$ cat src/rtl/if_pc_gen.sv
// Instruction-fetch PC generator: boot sequencing, sequential fetch,
// jump redirect (overrides stall), stall hold and a fetch counter.
module if_pc_gen #(
  parameter int                    ADDR_WIDTH = 32,
  parameter logic [ADDR_WIDTH-1:0] RST_ADDR   = '0,
  parameter int                    CNT_WIDTH  = 32
) (
  input  logic                  clk,
  input  logic                  rst_n,
  input  logic                  jump_en_i,
  input  logic [ADDR_WIDTH-1:0] jump_addr_i,
  input  logic                  pipeline_stall_i,
  output logic [ADDR_WIDTH-1:0] pc_o,
  output logic                  rom_ce_o,
  output logic                  misalign_o,
  output logic [CNT_WIDTH-1:0]  fetch_cnt_o
);

  typedef enum logic {
    BOOT = 1'b0,
    RUN  = 1'b1
  } state_e;

  state_e state_q;
  state_e state_d;

  logic [ADDR_WIDTH-1:0] pc_d;
  logic [CNT_WIDTH-1:0]  cnt_d;
  logic                  mis_d;
  logic                  ce_d;

  always_ff @(posedge clk or negedge rst_n) begin
    if (!rst_n) begin
      state_q <= BOOT;
    end else begin
      state_q <= state_d;
    end
  end

  always_comb begin
    state_d = state_q;
    unique case (state_q)
      BOOT:    state_d = RUN;
      RUN:     state_d = RUN;
      default: state_d = BOOT;
    endcase
  end

  // Jump wins over stall so a redirect is never dropped.
  always_comb begin
    pc_d  = pc_o;
    cnt_d = fetch_cnt_o;
    mis_d = 1'b0;
    ce_d  = (state_d == RUN);
    if (state_q == RUN) begin
      unique case (1'b1)
        jump_en_i: begin
          pc_d  = {jump_addr_i[ADDR_WIDTH-1:2], 2'b00};
          cnt_d = fetch_cnt_o + CNT_WIDTH'(1);
          mis_d = |jump_addr_i[1:0];
        end
        (!jump_en_i && pipeline_stall_i): begin
          pc_d = pc_o;
        end
        default: begin
          pc_d  = pc_o + ADDR_WIDTH'(4);
          cnt_d = fetch_cnt_o + CNT_WIDTH'(1);
        end
      endcase
    end
  end

  always_ff @(posedge clk or negedge rst_n) begin
    if (!rst_n) begin
      pc_o        <= RST_ADDR;
      rom_ce_o    <= 1'b0;
      misalign_o  <= 1'b0;
      fetch_cnt_o <= '0;
    end else begin
      pc_o        <= pc_d;
      rom_ce_o    <= ce_d;
      misalign_o  <= mis_d;
      fetch_cnt_o <= cnt_d;
    end
  end

endmodule
$ cat config.mk
export PLATFORM = sky130hd
export DESIGN_NAME = if_pc_gen
export DESIGN_NICKNAME = d
export VERILOG_FILES = /design/src/rtl/if_pc_gen.sv
export SDC_FILE = /design/constraint.sdc
export NUM_CORES = 1
export LEC_CHECK = 0
export CAP_MARGIN = 20
export CORE_AREA = 2 2 114 116
export CTS_BUF_LIST = sky130_fd_sc_hd__clkbuf_8
export DETAILED_ROUTE_END_ITERATION = 8
export DIE_AREA = 0 0 116 118
export GPL_ROUTABILITY_DRIVEN = 0
export HOLD_SLACK_MARGIN = 0.1
export PLACE_DENSITY = 0.56
export SYNTH_ARGS = -nofsm -noshare
export SYNTH_HDL_FRONTEND = slang
export SYNTH_SLANG_ARGS = --single-unit
$ cat constraint.sdc
create_clock -name clk -period 2.1 [get_ports clk]
set_input_delay 0.42 -clock clk [delete_from_list [all_inputs] [get_ports clk]]
set_output_delay 0.42 -clock clk [all_outputs]
set_load 0.005 [all_outputs]
== Yosys cells after proc, flatten, opt, wreduce, memory -nomap -nowiden ==
Index checks and enable logic that the tools add are counted.

* Bitwise gates (word level): 1
* Reduce and logical (&&, ||, !) cells: 4
* Add/subtract/negate cells: 2
* Mux-type cells: 3

{| class="wikitable"
|+ Operators by type and width
! cell !! number
|-
| case mux 32 bit (2 select lines) || 1
|-
| adder 32 x 1 -> 32 bit, second input constant || 1
|-
| adder 32 x 3 -> 32 bit, second input constant || 1
|-
| 2-to-1 mux 1 bit || 2
|-
| AND reduction 2 bit || 1
|-
| OR reduction 2 bit || 1
|-
| logical AND 1 bit || 1
|-
| zero test 1 bit || 1
|-
| NOT 1 bit || 1
|}

* Logic and storage cells: 14
* Output and inout port bits: 66
* Register bits after elaboration: 66

== Longest topological paths before layout ==
Gate-level depths: netlist of the first run.

* Word-level depth: 4
* Depth in mapped cells: 7
* Mapped depth without buffers: 6

== Worst setup path before layout of the first run ==
Ideal clock, no wire load.

* Path kind: register -> register
* Start point: register pc_o[2]
* End point: register pc_o[18]
* Data arrival time: 1566 ps
* Period minus slack after synthesis: 1665 ps
* Slack: 435 ps
* Required time: 2001 ps
* Path buffers: 0
* Cell stages (with the launch flop): 7
* Library setup time: 99 ps
* Path through: dfrtp_1 > ha_1 > nand3_4 > nor4_4 > and3_1 > nor3_1 > a311oi_1

* Cells in the longest elaborated chain, start to end: 2

{| class="wikitable"
|+ RTL lines
! item !! RTL line !! source
|-
| start, declared || 13 || <nowiki>output logic [ADDR_WIDTH-1:0] pc_o,</nowiki>
|-
| start signal, assigned || 80 || <nowiki>pc_o <= pc_d;</nowiki>
|-
| adder 32 x 3 -> 32 bit || 66 || <nowiki>pc_d = pc_o + ADDR_WIDTH'(4);</nowiki>
|-
| case mux 32 bit (2 select lines) || 56 || <nowiki>unique case (1'b1)</nowiki>
|}

No other way between the ends.
A chain may end at the register's enable or synchronous reset.

== Worst setup path after layout of the first run ==
* Start point: register pc_o[2]
* End point: register pc_o[24]

Same word-level chain as after synthesis.

==> results of run 1 <==
==> power groups by stage <==
stage / clock, mW / combinational, mW / sequential (mW)
after floorplan: 0 / 0.380 / 1.58
after global placement: 0 / 0.905 / 1.60
after detailed placement: 0 / 0.916 / 1.61
after CTS: 1.26 / 0.922 / 1.59
after global routing: 1.32 / 1.00 / 1.62
final: 1.21 / 0.908 / 1.59
==> metal layers <==
| layer | vias up | part of all wire | global-route usage |
|---|---|---|---|
| met5 | - | 0 | 0 |
| met1 | 1613 | 0.44 | 0.2253 |
| met2 | 123 | 0.46 | 0.2657 |
| met3 | 15 | 0.081 | 0.06488 |
| met4 | 0 | 0.012 | 0.05208 |
| li1 | 1621 | - | - |
==> what timing repair did <==
action                     in CTS  in global routing
hold endpoints to repair       10                  0
setup endpoints to repair       0                  0
hold buffers                    1                  0
==> path summary, 6_finish.rpt <==
check,end,startpoint,cells past startpoint
max in group asynchronous,fetch_cnt_o[22]$_DFFE_PN0P_,rst_n,3
min in group asynchronous,pc_o[15]$_DFFE_PN0P_,rst_n,2
hold reg to reg,fetch_cnt_o[31]$_DFFE_PN0P_,fetch_cnt_o[31]$_DFFE_PN0P_,1
hold / removal,fetch_cnt_o[31]$_DFFE_PN0P_,fetch_cnt_o[31]$_DFFE_PN0P_,1
setup reg to reg,pc_o[24]$_DFFE_PN0P_,pc_o[2]$_DFFE_PN0P_,6
setup / recovery,pc_o[24]$_DFFE_PN0P_,pc_o[2]$_DFFE_PN0P_,6
==> flip-flops by register name, indices dropped and copies added (netlist names) <==
signal / count
pc_o: 30
fetch_cnt_o: 32
misalign_o: 1
rom_ce_o: 1
==> worst max-delay path, stage by stage, from the launching register on <==
cell,delay [ns]
dfrtp_1,0.43
ha_1,0.28
and3_2,0.23
nand2_1,0.17
nor3_2,0.35
a31oi_1,0.13
o22a_1,0.19
==> stage by stage <==
| stage | instances | instance area, um^2 | TNS [ns] |
|---|---|---|---|
| 2_1_floorplan | 388 | 3672 | 0 |
| 3_3_place_gp | 661 | 4955 | -0.03000 |
| 3_5_place_dp | 661 | 4955 | -0.06757 |
| 4_1_cts | 677 | 5185 | 0 |
| 5_1_grt | 677 | 5185 | 0 |
| 6_report | 677 | 5185 | 0 |
==> logic make-up (layout without fill, tap and decap cells) <==
family,count (synthesis),count (layout),share of synthesized area
simple gates,165,165,0.2742
compound gates,87,87,0.1507
flops,64,64,0.4366
xor+xnor,31,31,0.07401
buf+inv,29,146,0.03649
mux,7,7,0.01910
fa+ha+maj,2,2,0.006820
other cells,2,3,0.002047
==> area by class of cell <==
type / instances / area share
clock buffers: 11 / 0.02920
clock inverters: 4 / 0.01327
inverters: 8 / 0.005792
multi-input cells: 295 / 0.3736
flip-flops and latches: 64 / 0.3089
well taps: 172 / 0.04151
repair buffers: 123 / 0.2278
==> cells in the mapped netlist, drive strengths merged, types with 4 or more instances <==
master | count | share of area
nand3 | 27 | 0.045
xor2 | 13 | 0.031
and2 | 6 | 0.010
o22a | 4 | 0.0095
and4 | 7 | 0.019
nor4 | 7 | 0.027
buf | 13 | 0.020
a21oi | 26 | 0.035
a41o | 4 | 0.011
dfrtp | 64 | 0.44
o21ai | 24 | 0.033
mux2i | 7 | 0.019
and3 | 14 | 0.025
nand4 | 10 | 0.027
clkbuf | 8 | 0.0082
xnor2 | 18 | 0.043
nor2 | 35 | 0.036
nand2 | 36 | 0.037
inv | 8 | 0.0082
or3 | 6 | 0.010
nor3 | 12 | 0.028
==> impl_metrics.toml, run 1 <==
[floorplan]
rows = 41
core-area_mm2 = 0.01241
dieArea_mm2 = 0.01369
die_x_um = 116
dieHeight_um = 118
start_util = 0.2955
ioPinCount = 102

[finish]
multi_input_area_mm2 = 0.001937
antenna-diode-count = 0
nNetsFinal = 539
final_cell_mix = "clkdlybuf4s50_1, dfrtp_1, nand2_1, nor2_1, a21oi_1"
drive_gt1_frac = 0.1307
final-seq-area_mm2 = 0.001602
fillers = 1284
areaGrowthSynthToFinish_pct = 41.34
final_common_cell = "clkdlybuf4s50_1"
fin_util = 0.4177

[timing]
hold_viol = 0
period_minus_slack_ns = 1.893
rsz0062_at_grt = "no"
worstMarginPinSlew_ns = 0.6678
whs_ns = 0.4906
finalSetupViolCount = 0
max_freq_mhz = 528.2
finalCritPeriodShare = 0.9015
slew_headroom = 0.5548
fin_ws_ns = 0.2069
finalMaxSlewViolations = 0
finClkSkew_ns = 0.01123

[worst_setup_path]
required_ns = 2.35
r2r_slack_ns = 0.21
critPathLaunchType = "flop"
cp_max_fo = 6
critPathCaptureType = "flop"
cp.arrival_ns = 2.15
path_class = "reg2reg"

[logic_synthesis]
syn-cell-area_mm2 = 0.003669
ys_ff_latch = 64
syn_inst = 387
ys_types = 57
yosysWarnings = 0
synth-edff-count = 0
syn_avg_cell_area_um2 = 9.479
async_reset_ff_frac = 1.000
synth-seq-area-share = 0.4366
synthFlopType = "dfrtp_1"

[clock_tree]
tritoncts = "done"
clk_pin_slew_ns = 0.07
cts-resized-gates = 0
clock_latency_ns = 0.36
cts_buffers = 9
htree_levels = 3
clkSinkCount = 64
post_cts_buffers = 0
root_buffer = "clkbuf_8"
clock_path_buffers = 2

[power]
pwr-share-comb = 0.245
switchingPower_mw = 1.096
p_int_mw = 2.613
p_seq_frac = 0.429
total_power_mw = 3.709
leakagePower_nw = 2.188
switching_share = 0.2955
ir_worst_vdd_mv = 0.2885
pwr-share-clk = 0.326
p_per_area_mw_per_mm2 = 715.3

[route]
drc = 0
vias = 3372
drt_wl_total_um = 11160
wire_per_inst_um = 16.49
drt_first_pass_iters = 4
drt_iter0_drc = 175
antenna_left = 0
vias_per_cell = 4.981

[outcome]
status = "finished, final reports clean"

[global_route]
grt_pass1_wl_um = 18490
grt_usage = 0.1729
grt_max_degree = 28
antenna_found_initial = 0
grt_pass1_vias = 3505
grt_overflow_total = 0

[placement]
numPortBuffers = 99
place_ws_ns = -0.02127
dpl.hpwl_um = 8311

[hold_path]
hold_path.class = "reg2reg"

[run]
maxCapViolations = 0
Note: power is estimated with default switching activity, not from simulation.
==> run 2, diff against run 1 <==
Settings changed: PLACE_DENSITY 0.56 to not set.
==> run 2 against run 1 <==
Global-route usage shrank 0.71 points. Final cell count shrank 0.44%. Non-clock buffer count shrank 4. Highest routed layer unchanged. Worst hold slack lost 0.010 ns. Largest power group unchanged. Combinational power shrank 1%. Register-to-register slack lost 0.02 ns. Sequential power is essentially flat. Critical path depth is the same. Via count grew 0.30%.
==> impl_metrics.toml, run 2 (synthesis results as in run 1) <==
[worst_setup_path]
critPathLaunchType = "flop"
cp.arrival_ns = 2.15
required_ns = 2.33
worst-path-buf-inv = 0
path_class = "reg2reg"
cp_top_family = "simple AND/OR/NAND/NOR gates"
cp_slowest_stage_delay_ns = 0.43
slowest_stage = "dfrtp_1"
critPathCaptureType = "flop"
cp_max_fo = 6
worstPathCellList = "ha_1, and3_2, nand2_1, nor3_2, a31oi_1, o22a_1"

[floorplan]
core-area_mm2 = 0.01241
ioPinCount = 102
dieArea_mm2 = 0.01369
dieHeight_um = 118
die_x_um = 116
start_util = 0.2955
rows = 41

[power]
leakagePower_nw = 2.152
ir_worst_vdd_mv = 0.3435
p_per_area_mw_per_mm2 = 701.0
total_power_mw = 3.604

[timing]
worstMarginPinSlew_ns = 0.5134
finalCritPeriodShare = 0.9123
hold_viol = 0
max_freq_mhz = 522.0
finClkSkew_ns = 0.007281
whs_ns = 0.4806
period_minus_slack_ns = 1.916
slew_headroom = 0.6578
finalSetupViolCount = 0
rsz0062_at_grt = "no"
finalMaxSlewViolations = 0

[finish]
areaGrowthSynthToFinish_pct = 40.14
fillers = 1275
regMostFlops = "fetch_cnt_o"
largest_register_ffs = 32
nNetsFinal = 535
antenna-diode-count = 0
drive_gt1_frac = 0.1275
top_regs = "fetch_cnt_o: 32 flops, pc_o: 30 flops"
final_common_cell = "clkdlybuf4s50_1"
final_cell_mix = "clkdlybuf4s50_1, dfrtp_1, nand2_1, nor2_1, a21oi_1"

[global_route]
grtUsageMet1 = 0.2123
grt_usage = 0.1658
busiest_layer = "met2"
grt_max_degree = 46
grt_pass1_vias = 3369
grt_pass1_wl_um = 17670
grt_overflow_total = 0
use_met3 = 0.07775
grt_use_met2 = 0.2489
antenna_found_initial = 0

[clock_tree]
clk_pin_slew_ns = 0.08
tritoncts = "done"
clkSinkCount = 64
root_buffer = "clkbuf_8"
htree_levels = 3
cts_buffers = 9
clock_path_buffers = 2
clock_latency_ns = 0.34
cts-resized-gates = 0

[route]
wire_per_inst_um = 16.13
drt_first_pass_iters = 4
vias = 3382
vias_per_cell = 5.018
drt_wl_total_um = 10870
drc = 0
antenna_left = 0
drt_iter0_drc = 134

[placement]
dpl.hpwl_um = 8146
numPortBuffers = 99

[outcome]
status = "finished, final reports clean"

[run]
maxCapViolations = 0

[hold_path]
hold_path.class = "reg2reg"
## run 2: power by group
part	total, mW	internal [mW]	leakage, nW	switching (mW)
clock	1.12	0.609	0.101	0.511
sequential	1.59	1.38	0.791	0.208
combinational	0.895	0.503	1.26	0.392
## run 2: worst register-to-register path, stage by stage (launching register included)
cell,delay (ns)
dfrtp_1,0.43
ha_1,0.29
and3_2,0.24
nand2_1,0.17
nor3_2,0.37
a31oi_1,0.13
o22a_1,0.18
## run 2: cell type report
cell class,count,area (um^2),area share
multi-input combinational,295,1937,0.3767
clock buffer,11,151.4,0.02945
clock inverter,5,55.05,0.01071
sequential,64,1602,0.3115
timing repair buffer,119,1151,0.2239
tap,172,215.2,0.04186
inverter,8,30.03,0.005841
## run 2: path summary, 6_finish.rpt
check	from	to	slack, ns	depth (start not counted)
setup / recovery	pc_o[2]$_DFFE_PN0P_	pc_o[24]$_DFFE_PN0P_	0.18	6
min in group asynchronous	rst_n	fetch_cnt_o[29]$_DFFE_PN0P_	0.57	2
setup reg to reg	pc_o[2]$_DFFE_PN0P_	pc_o[24]$_DFFE_PN0P_	0.18	6
max in group asynchronous	rst_n	pc_o[2]$_DFFE_PN0P_	0.90	3
hold / removal	fetch_cnt_o[31]$_DFFE_PN0P_	fetch_cnt_o[31]$_DFFE_PN0P_	0.48	1
hold reg to reg	fetch_cnt_o[31]$_DFFE_PN0P_	fetch_cnt_o[31]$_DFFE_PN0P_	0.48	1
## run 2: per-stage QoR
step / worst slack (ns) / std cells / setup TNS (ns) / utilization / cell area [um^2]
finish: 0.1842 / 674 / 0 / 0.4141 / 5141
CTS: 0.1795 / 674 / 0 / 0.4141 / 5141
detailed placement: -0.02257 / 657 / -0.04588 / 0.3967 / 4925
global placement: 0.01450 / 657 / 0 / 0.3967 / 4925
global route: 0.03939 / 674 / 0 / 0.4141 / 5141
floorplan: 0.4346 / 388 / 0 / - / 3672
## run 2: metal layers
metal,part of all wire,wire [um]
met4,0.020,221
met1,0.44,4732
met3,0.097,1055
met2,0.45,4864
met5,0,0
## run 2: what timing repair did
item | 4_1_cts | 5_1_grt
hold endpoints to repair | 19 | 0
endpoints found under the setup margin | 0 | 0
buffers inserted | 0 | 0
hold buffers | 1 | 0
==> run 3, diff against run 2 <==
Settings changed: CORE_AREA 2 2 114 116 to 2 2 89 91, CTS_CLUSTER_DIAMETER set to 50, DIE_AREA 0 0 116 118 to 0 0 91 93, PLACE_DENSITY set to 0.81.
==> run 3 against run 2 <==
Global-route usage increased by 8.8 points. Sequential share of layout area increased by 0.43 points. Design area decreased by 1.4%. Largest cell class unchanged.
==> impl_metrics.toml, run 3 (synthesis results as in run 1) <==
[outcome]
status = "finished, final reports clean"

[finish]
regMostFlops = "fetch_cnt_o"
antenna-diode-count = 0
areaGrowthSynthToFinish_pct = 38.23
final_cell_mix = "clkdlybuf4s50_1, dfrtp_1, nand2_1, nor2_1, a21oi_1"
drive_gt1_frac = 0.1235
fin_util = 0.6737
top_regs = "fetch_cnt_o: 32 flops, pc_o: 30 flops"
largest_register_ffs = 32
nNetsFinal = 535
design_area_mm2 = 0.005071
final_common_cell = "clkdlybuf4s50_1"

[clock_tree]
clkSinkCount = 64
root_buffer = "clkbuf_8"
htree_levels = 3
cts_buffers = 9
clock_path_buffers = 2
tritoncts = "done"
clk_pin_slew_ns = 0.08
clock_latency_ns = 0.35

[power]
p_per_area_mw_per_mm2 = 702.6
leakagePower_nw = 2.174
total_power_mw = 3.563
ir_worst_vdd_mv = 0.5718

[route]
drt_first_pass_iters = 5
vias = 3467
antenna_left = 0
drt_wl_total_um = 10290
drc = 0
drt_iter0_drc = 299
wire_per_inst_um = 17.04
vias_per_cell = 5.740

[global_route]
grt_usage = 0.2542
grt_pass1_vias = 3440
grt_overflow_total = 0
grt_pass1_wl_um = 17260
antenna_found_initial = 0
grt_max_degree = 65

[timing]
rsz0062_at_grt = "no"
finClkSkew_ns = 0.01254
finalCritPeriodShare = 0.9396
setup_tns_ns = 0
finalSetupViolCount = 0
finalMaxSlewViolations = 0
period_minus_slack_ns = 1.973
max_freq_mhz = 506.8
whs_ns = 0.4694
hold_viol = 0

[worst_setup_path]
reg2reg_from = "pc_o[2]$_DFFE_PN0P_"
cp_max_fo = 6
path_class = "reg2reg"
setup.worst_path.start = "pc_o[2]$_DFFE_PN0P_"
cp.arrival_ns = 2.19
critPathCaptureType = "flop"
required_ns = 2.32
critPathLaunchType = "flop"

[floorplan]
die_x_um = 91
dieHeight_um = 93
dieArea_mm2 = 0.008463
ioPinCount = 102
start_util = 0.4874
rows = 32
core-area_mm2 = 0.007527

[run]
maxCapViolations = 0

[placement]
dpl.hpwl_um = 7482
numPortBuffers = 99
placed_area_mm2 = 0.004847

[hold_path]
hold_path.class = "reg2reg"
hp-start = "fetch_cnt_o[31]$_DFFE_PN0P_"
-- run 3: layout make-up --
cell class,count,area (um^2)
Multi-Input combinational cell,295,1937
Tap cell,102,127.6
Clock buffer,11,151.4
Clock inverter,5,47.55
Sequential cell,64,1602
Inverter,8,30.03
Timing Repair Buffer,119,1176
Fill cell,634,2456
-- run 3: stage by stage --
| step | cells | setup WS (ns) |
|---|---|---|
| 2_1_floorplan | 388 | 0.4346 |
| 3_3_place_gp | 585 | 0.08575 |
| 3_5_place_dp | 585 | 0.03866 |
| 4_1_cts | 602 | 0.1042 |
| 5_1_grt | 604 | 0.007190 |
| 6_report | 604 | 0.1269 |
-- run 3: worst max-delay path, stage by stage, from the launching register on --
cell and delay, ns:
dfrtp_1 0.43, ha_1 0.30, nand3_4 0.15, nor4_4 0.39
buf_4 0.18, nand3_1 0.08, nor4_1 0.23, nor3_1 0.09
-- run 3: report_power, final --
group | switching, mW | total [mW] | internal [mW]
Sequential | 0.215 | 1.60 | 1.38
Combinational | 0.385 | 0.892 | 0.507
Clock | 0.475 | 1.08 | 0.601
Total | 1.07 | 3.56 | 2.49
-- run 3: final timing paths --
path	slack [ns]	end	cells after the start
hold / removal	0.47	fetch_cnt_o[31]$_DFFE_PN0P_	1
hold reg to reg	0.47	fetch_cnt_o[31]$_DFFE_PN0P_	1
setup reg to reg	0.13	pc_o[30]$_DFFE_PN0P_	7
max in group asynchronous	1.19	fetch_cnt_o[8]$_DFFE_PN0P_	3
setup / recovery	0.13	pc_o[30]$_DFFE_PN0P_	7
min in group asynchronous	0.60	pc_o[2]$_DFFE_PN0P_	3
-- run 3: repair_timing --
item | CTS | global route
buffers inserted | 0 | 2
setup endpoints to repair | 0 | 1
gates resized for setup | 0 | 0
hold buffers | 1 | 0
endpoints found under the hold margin | 9 | 0
-- run 3: routing by layer --
metal  global-route usage  vias to the layer above  share of wire
met5                    0                        -              0
met3              0.04915                       23          0.076
met1               0.3204                     1656           0.41
met2               0.4272                      176           0.49
met4               0.1124                        0          0.025
li1                     -                     1612              -
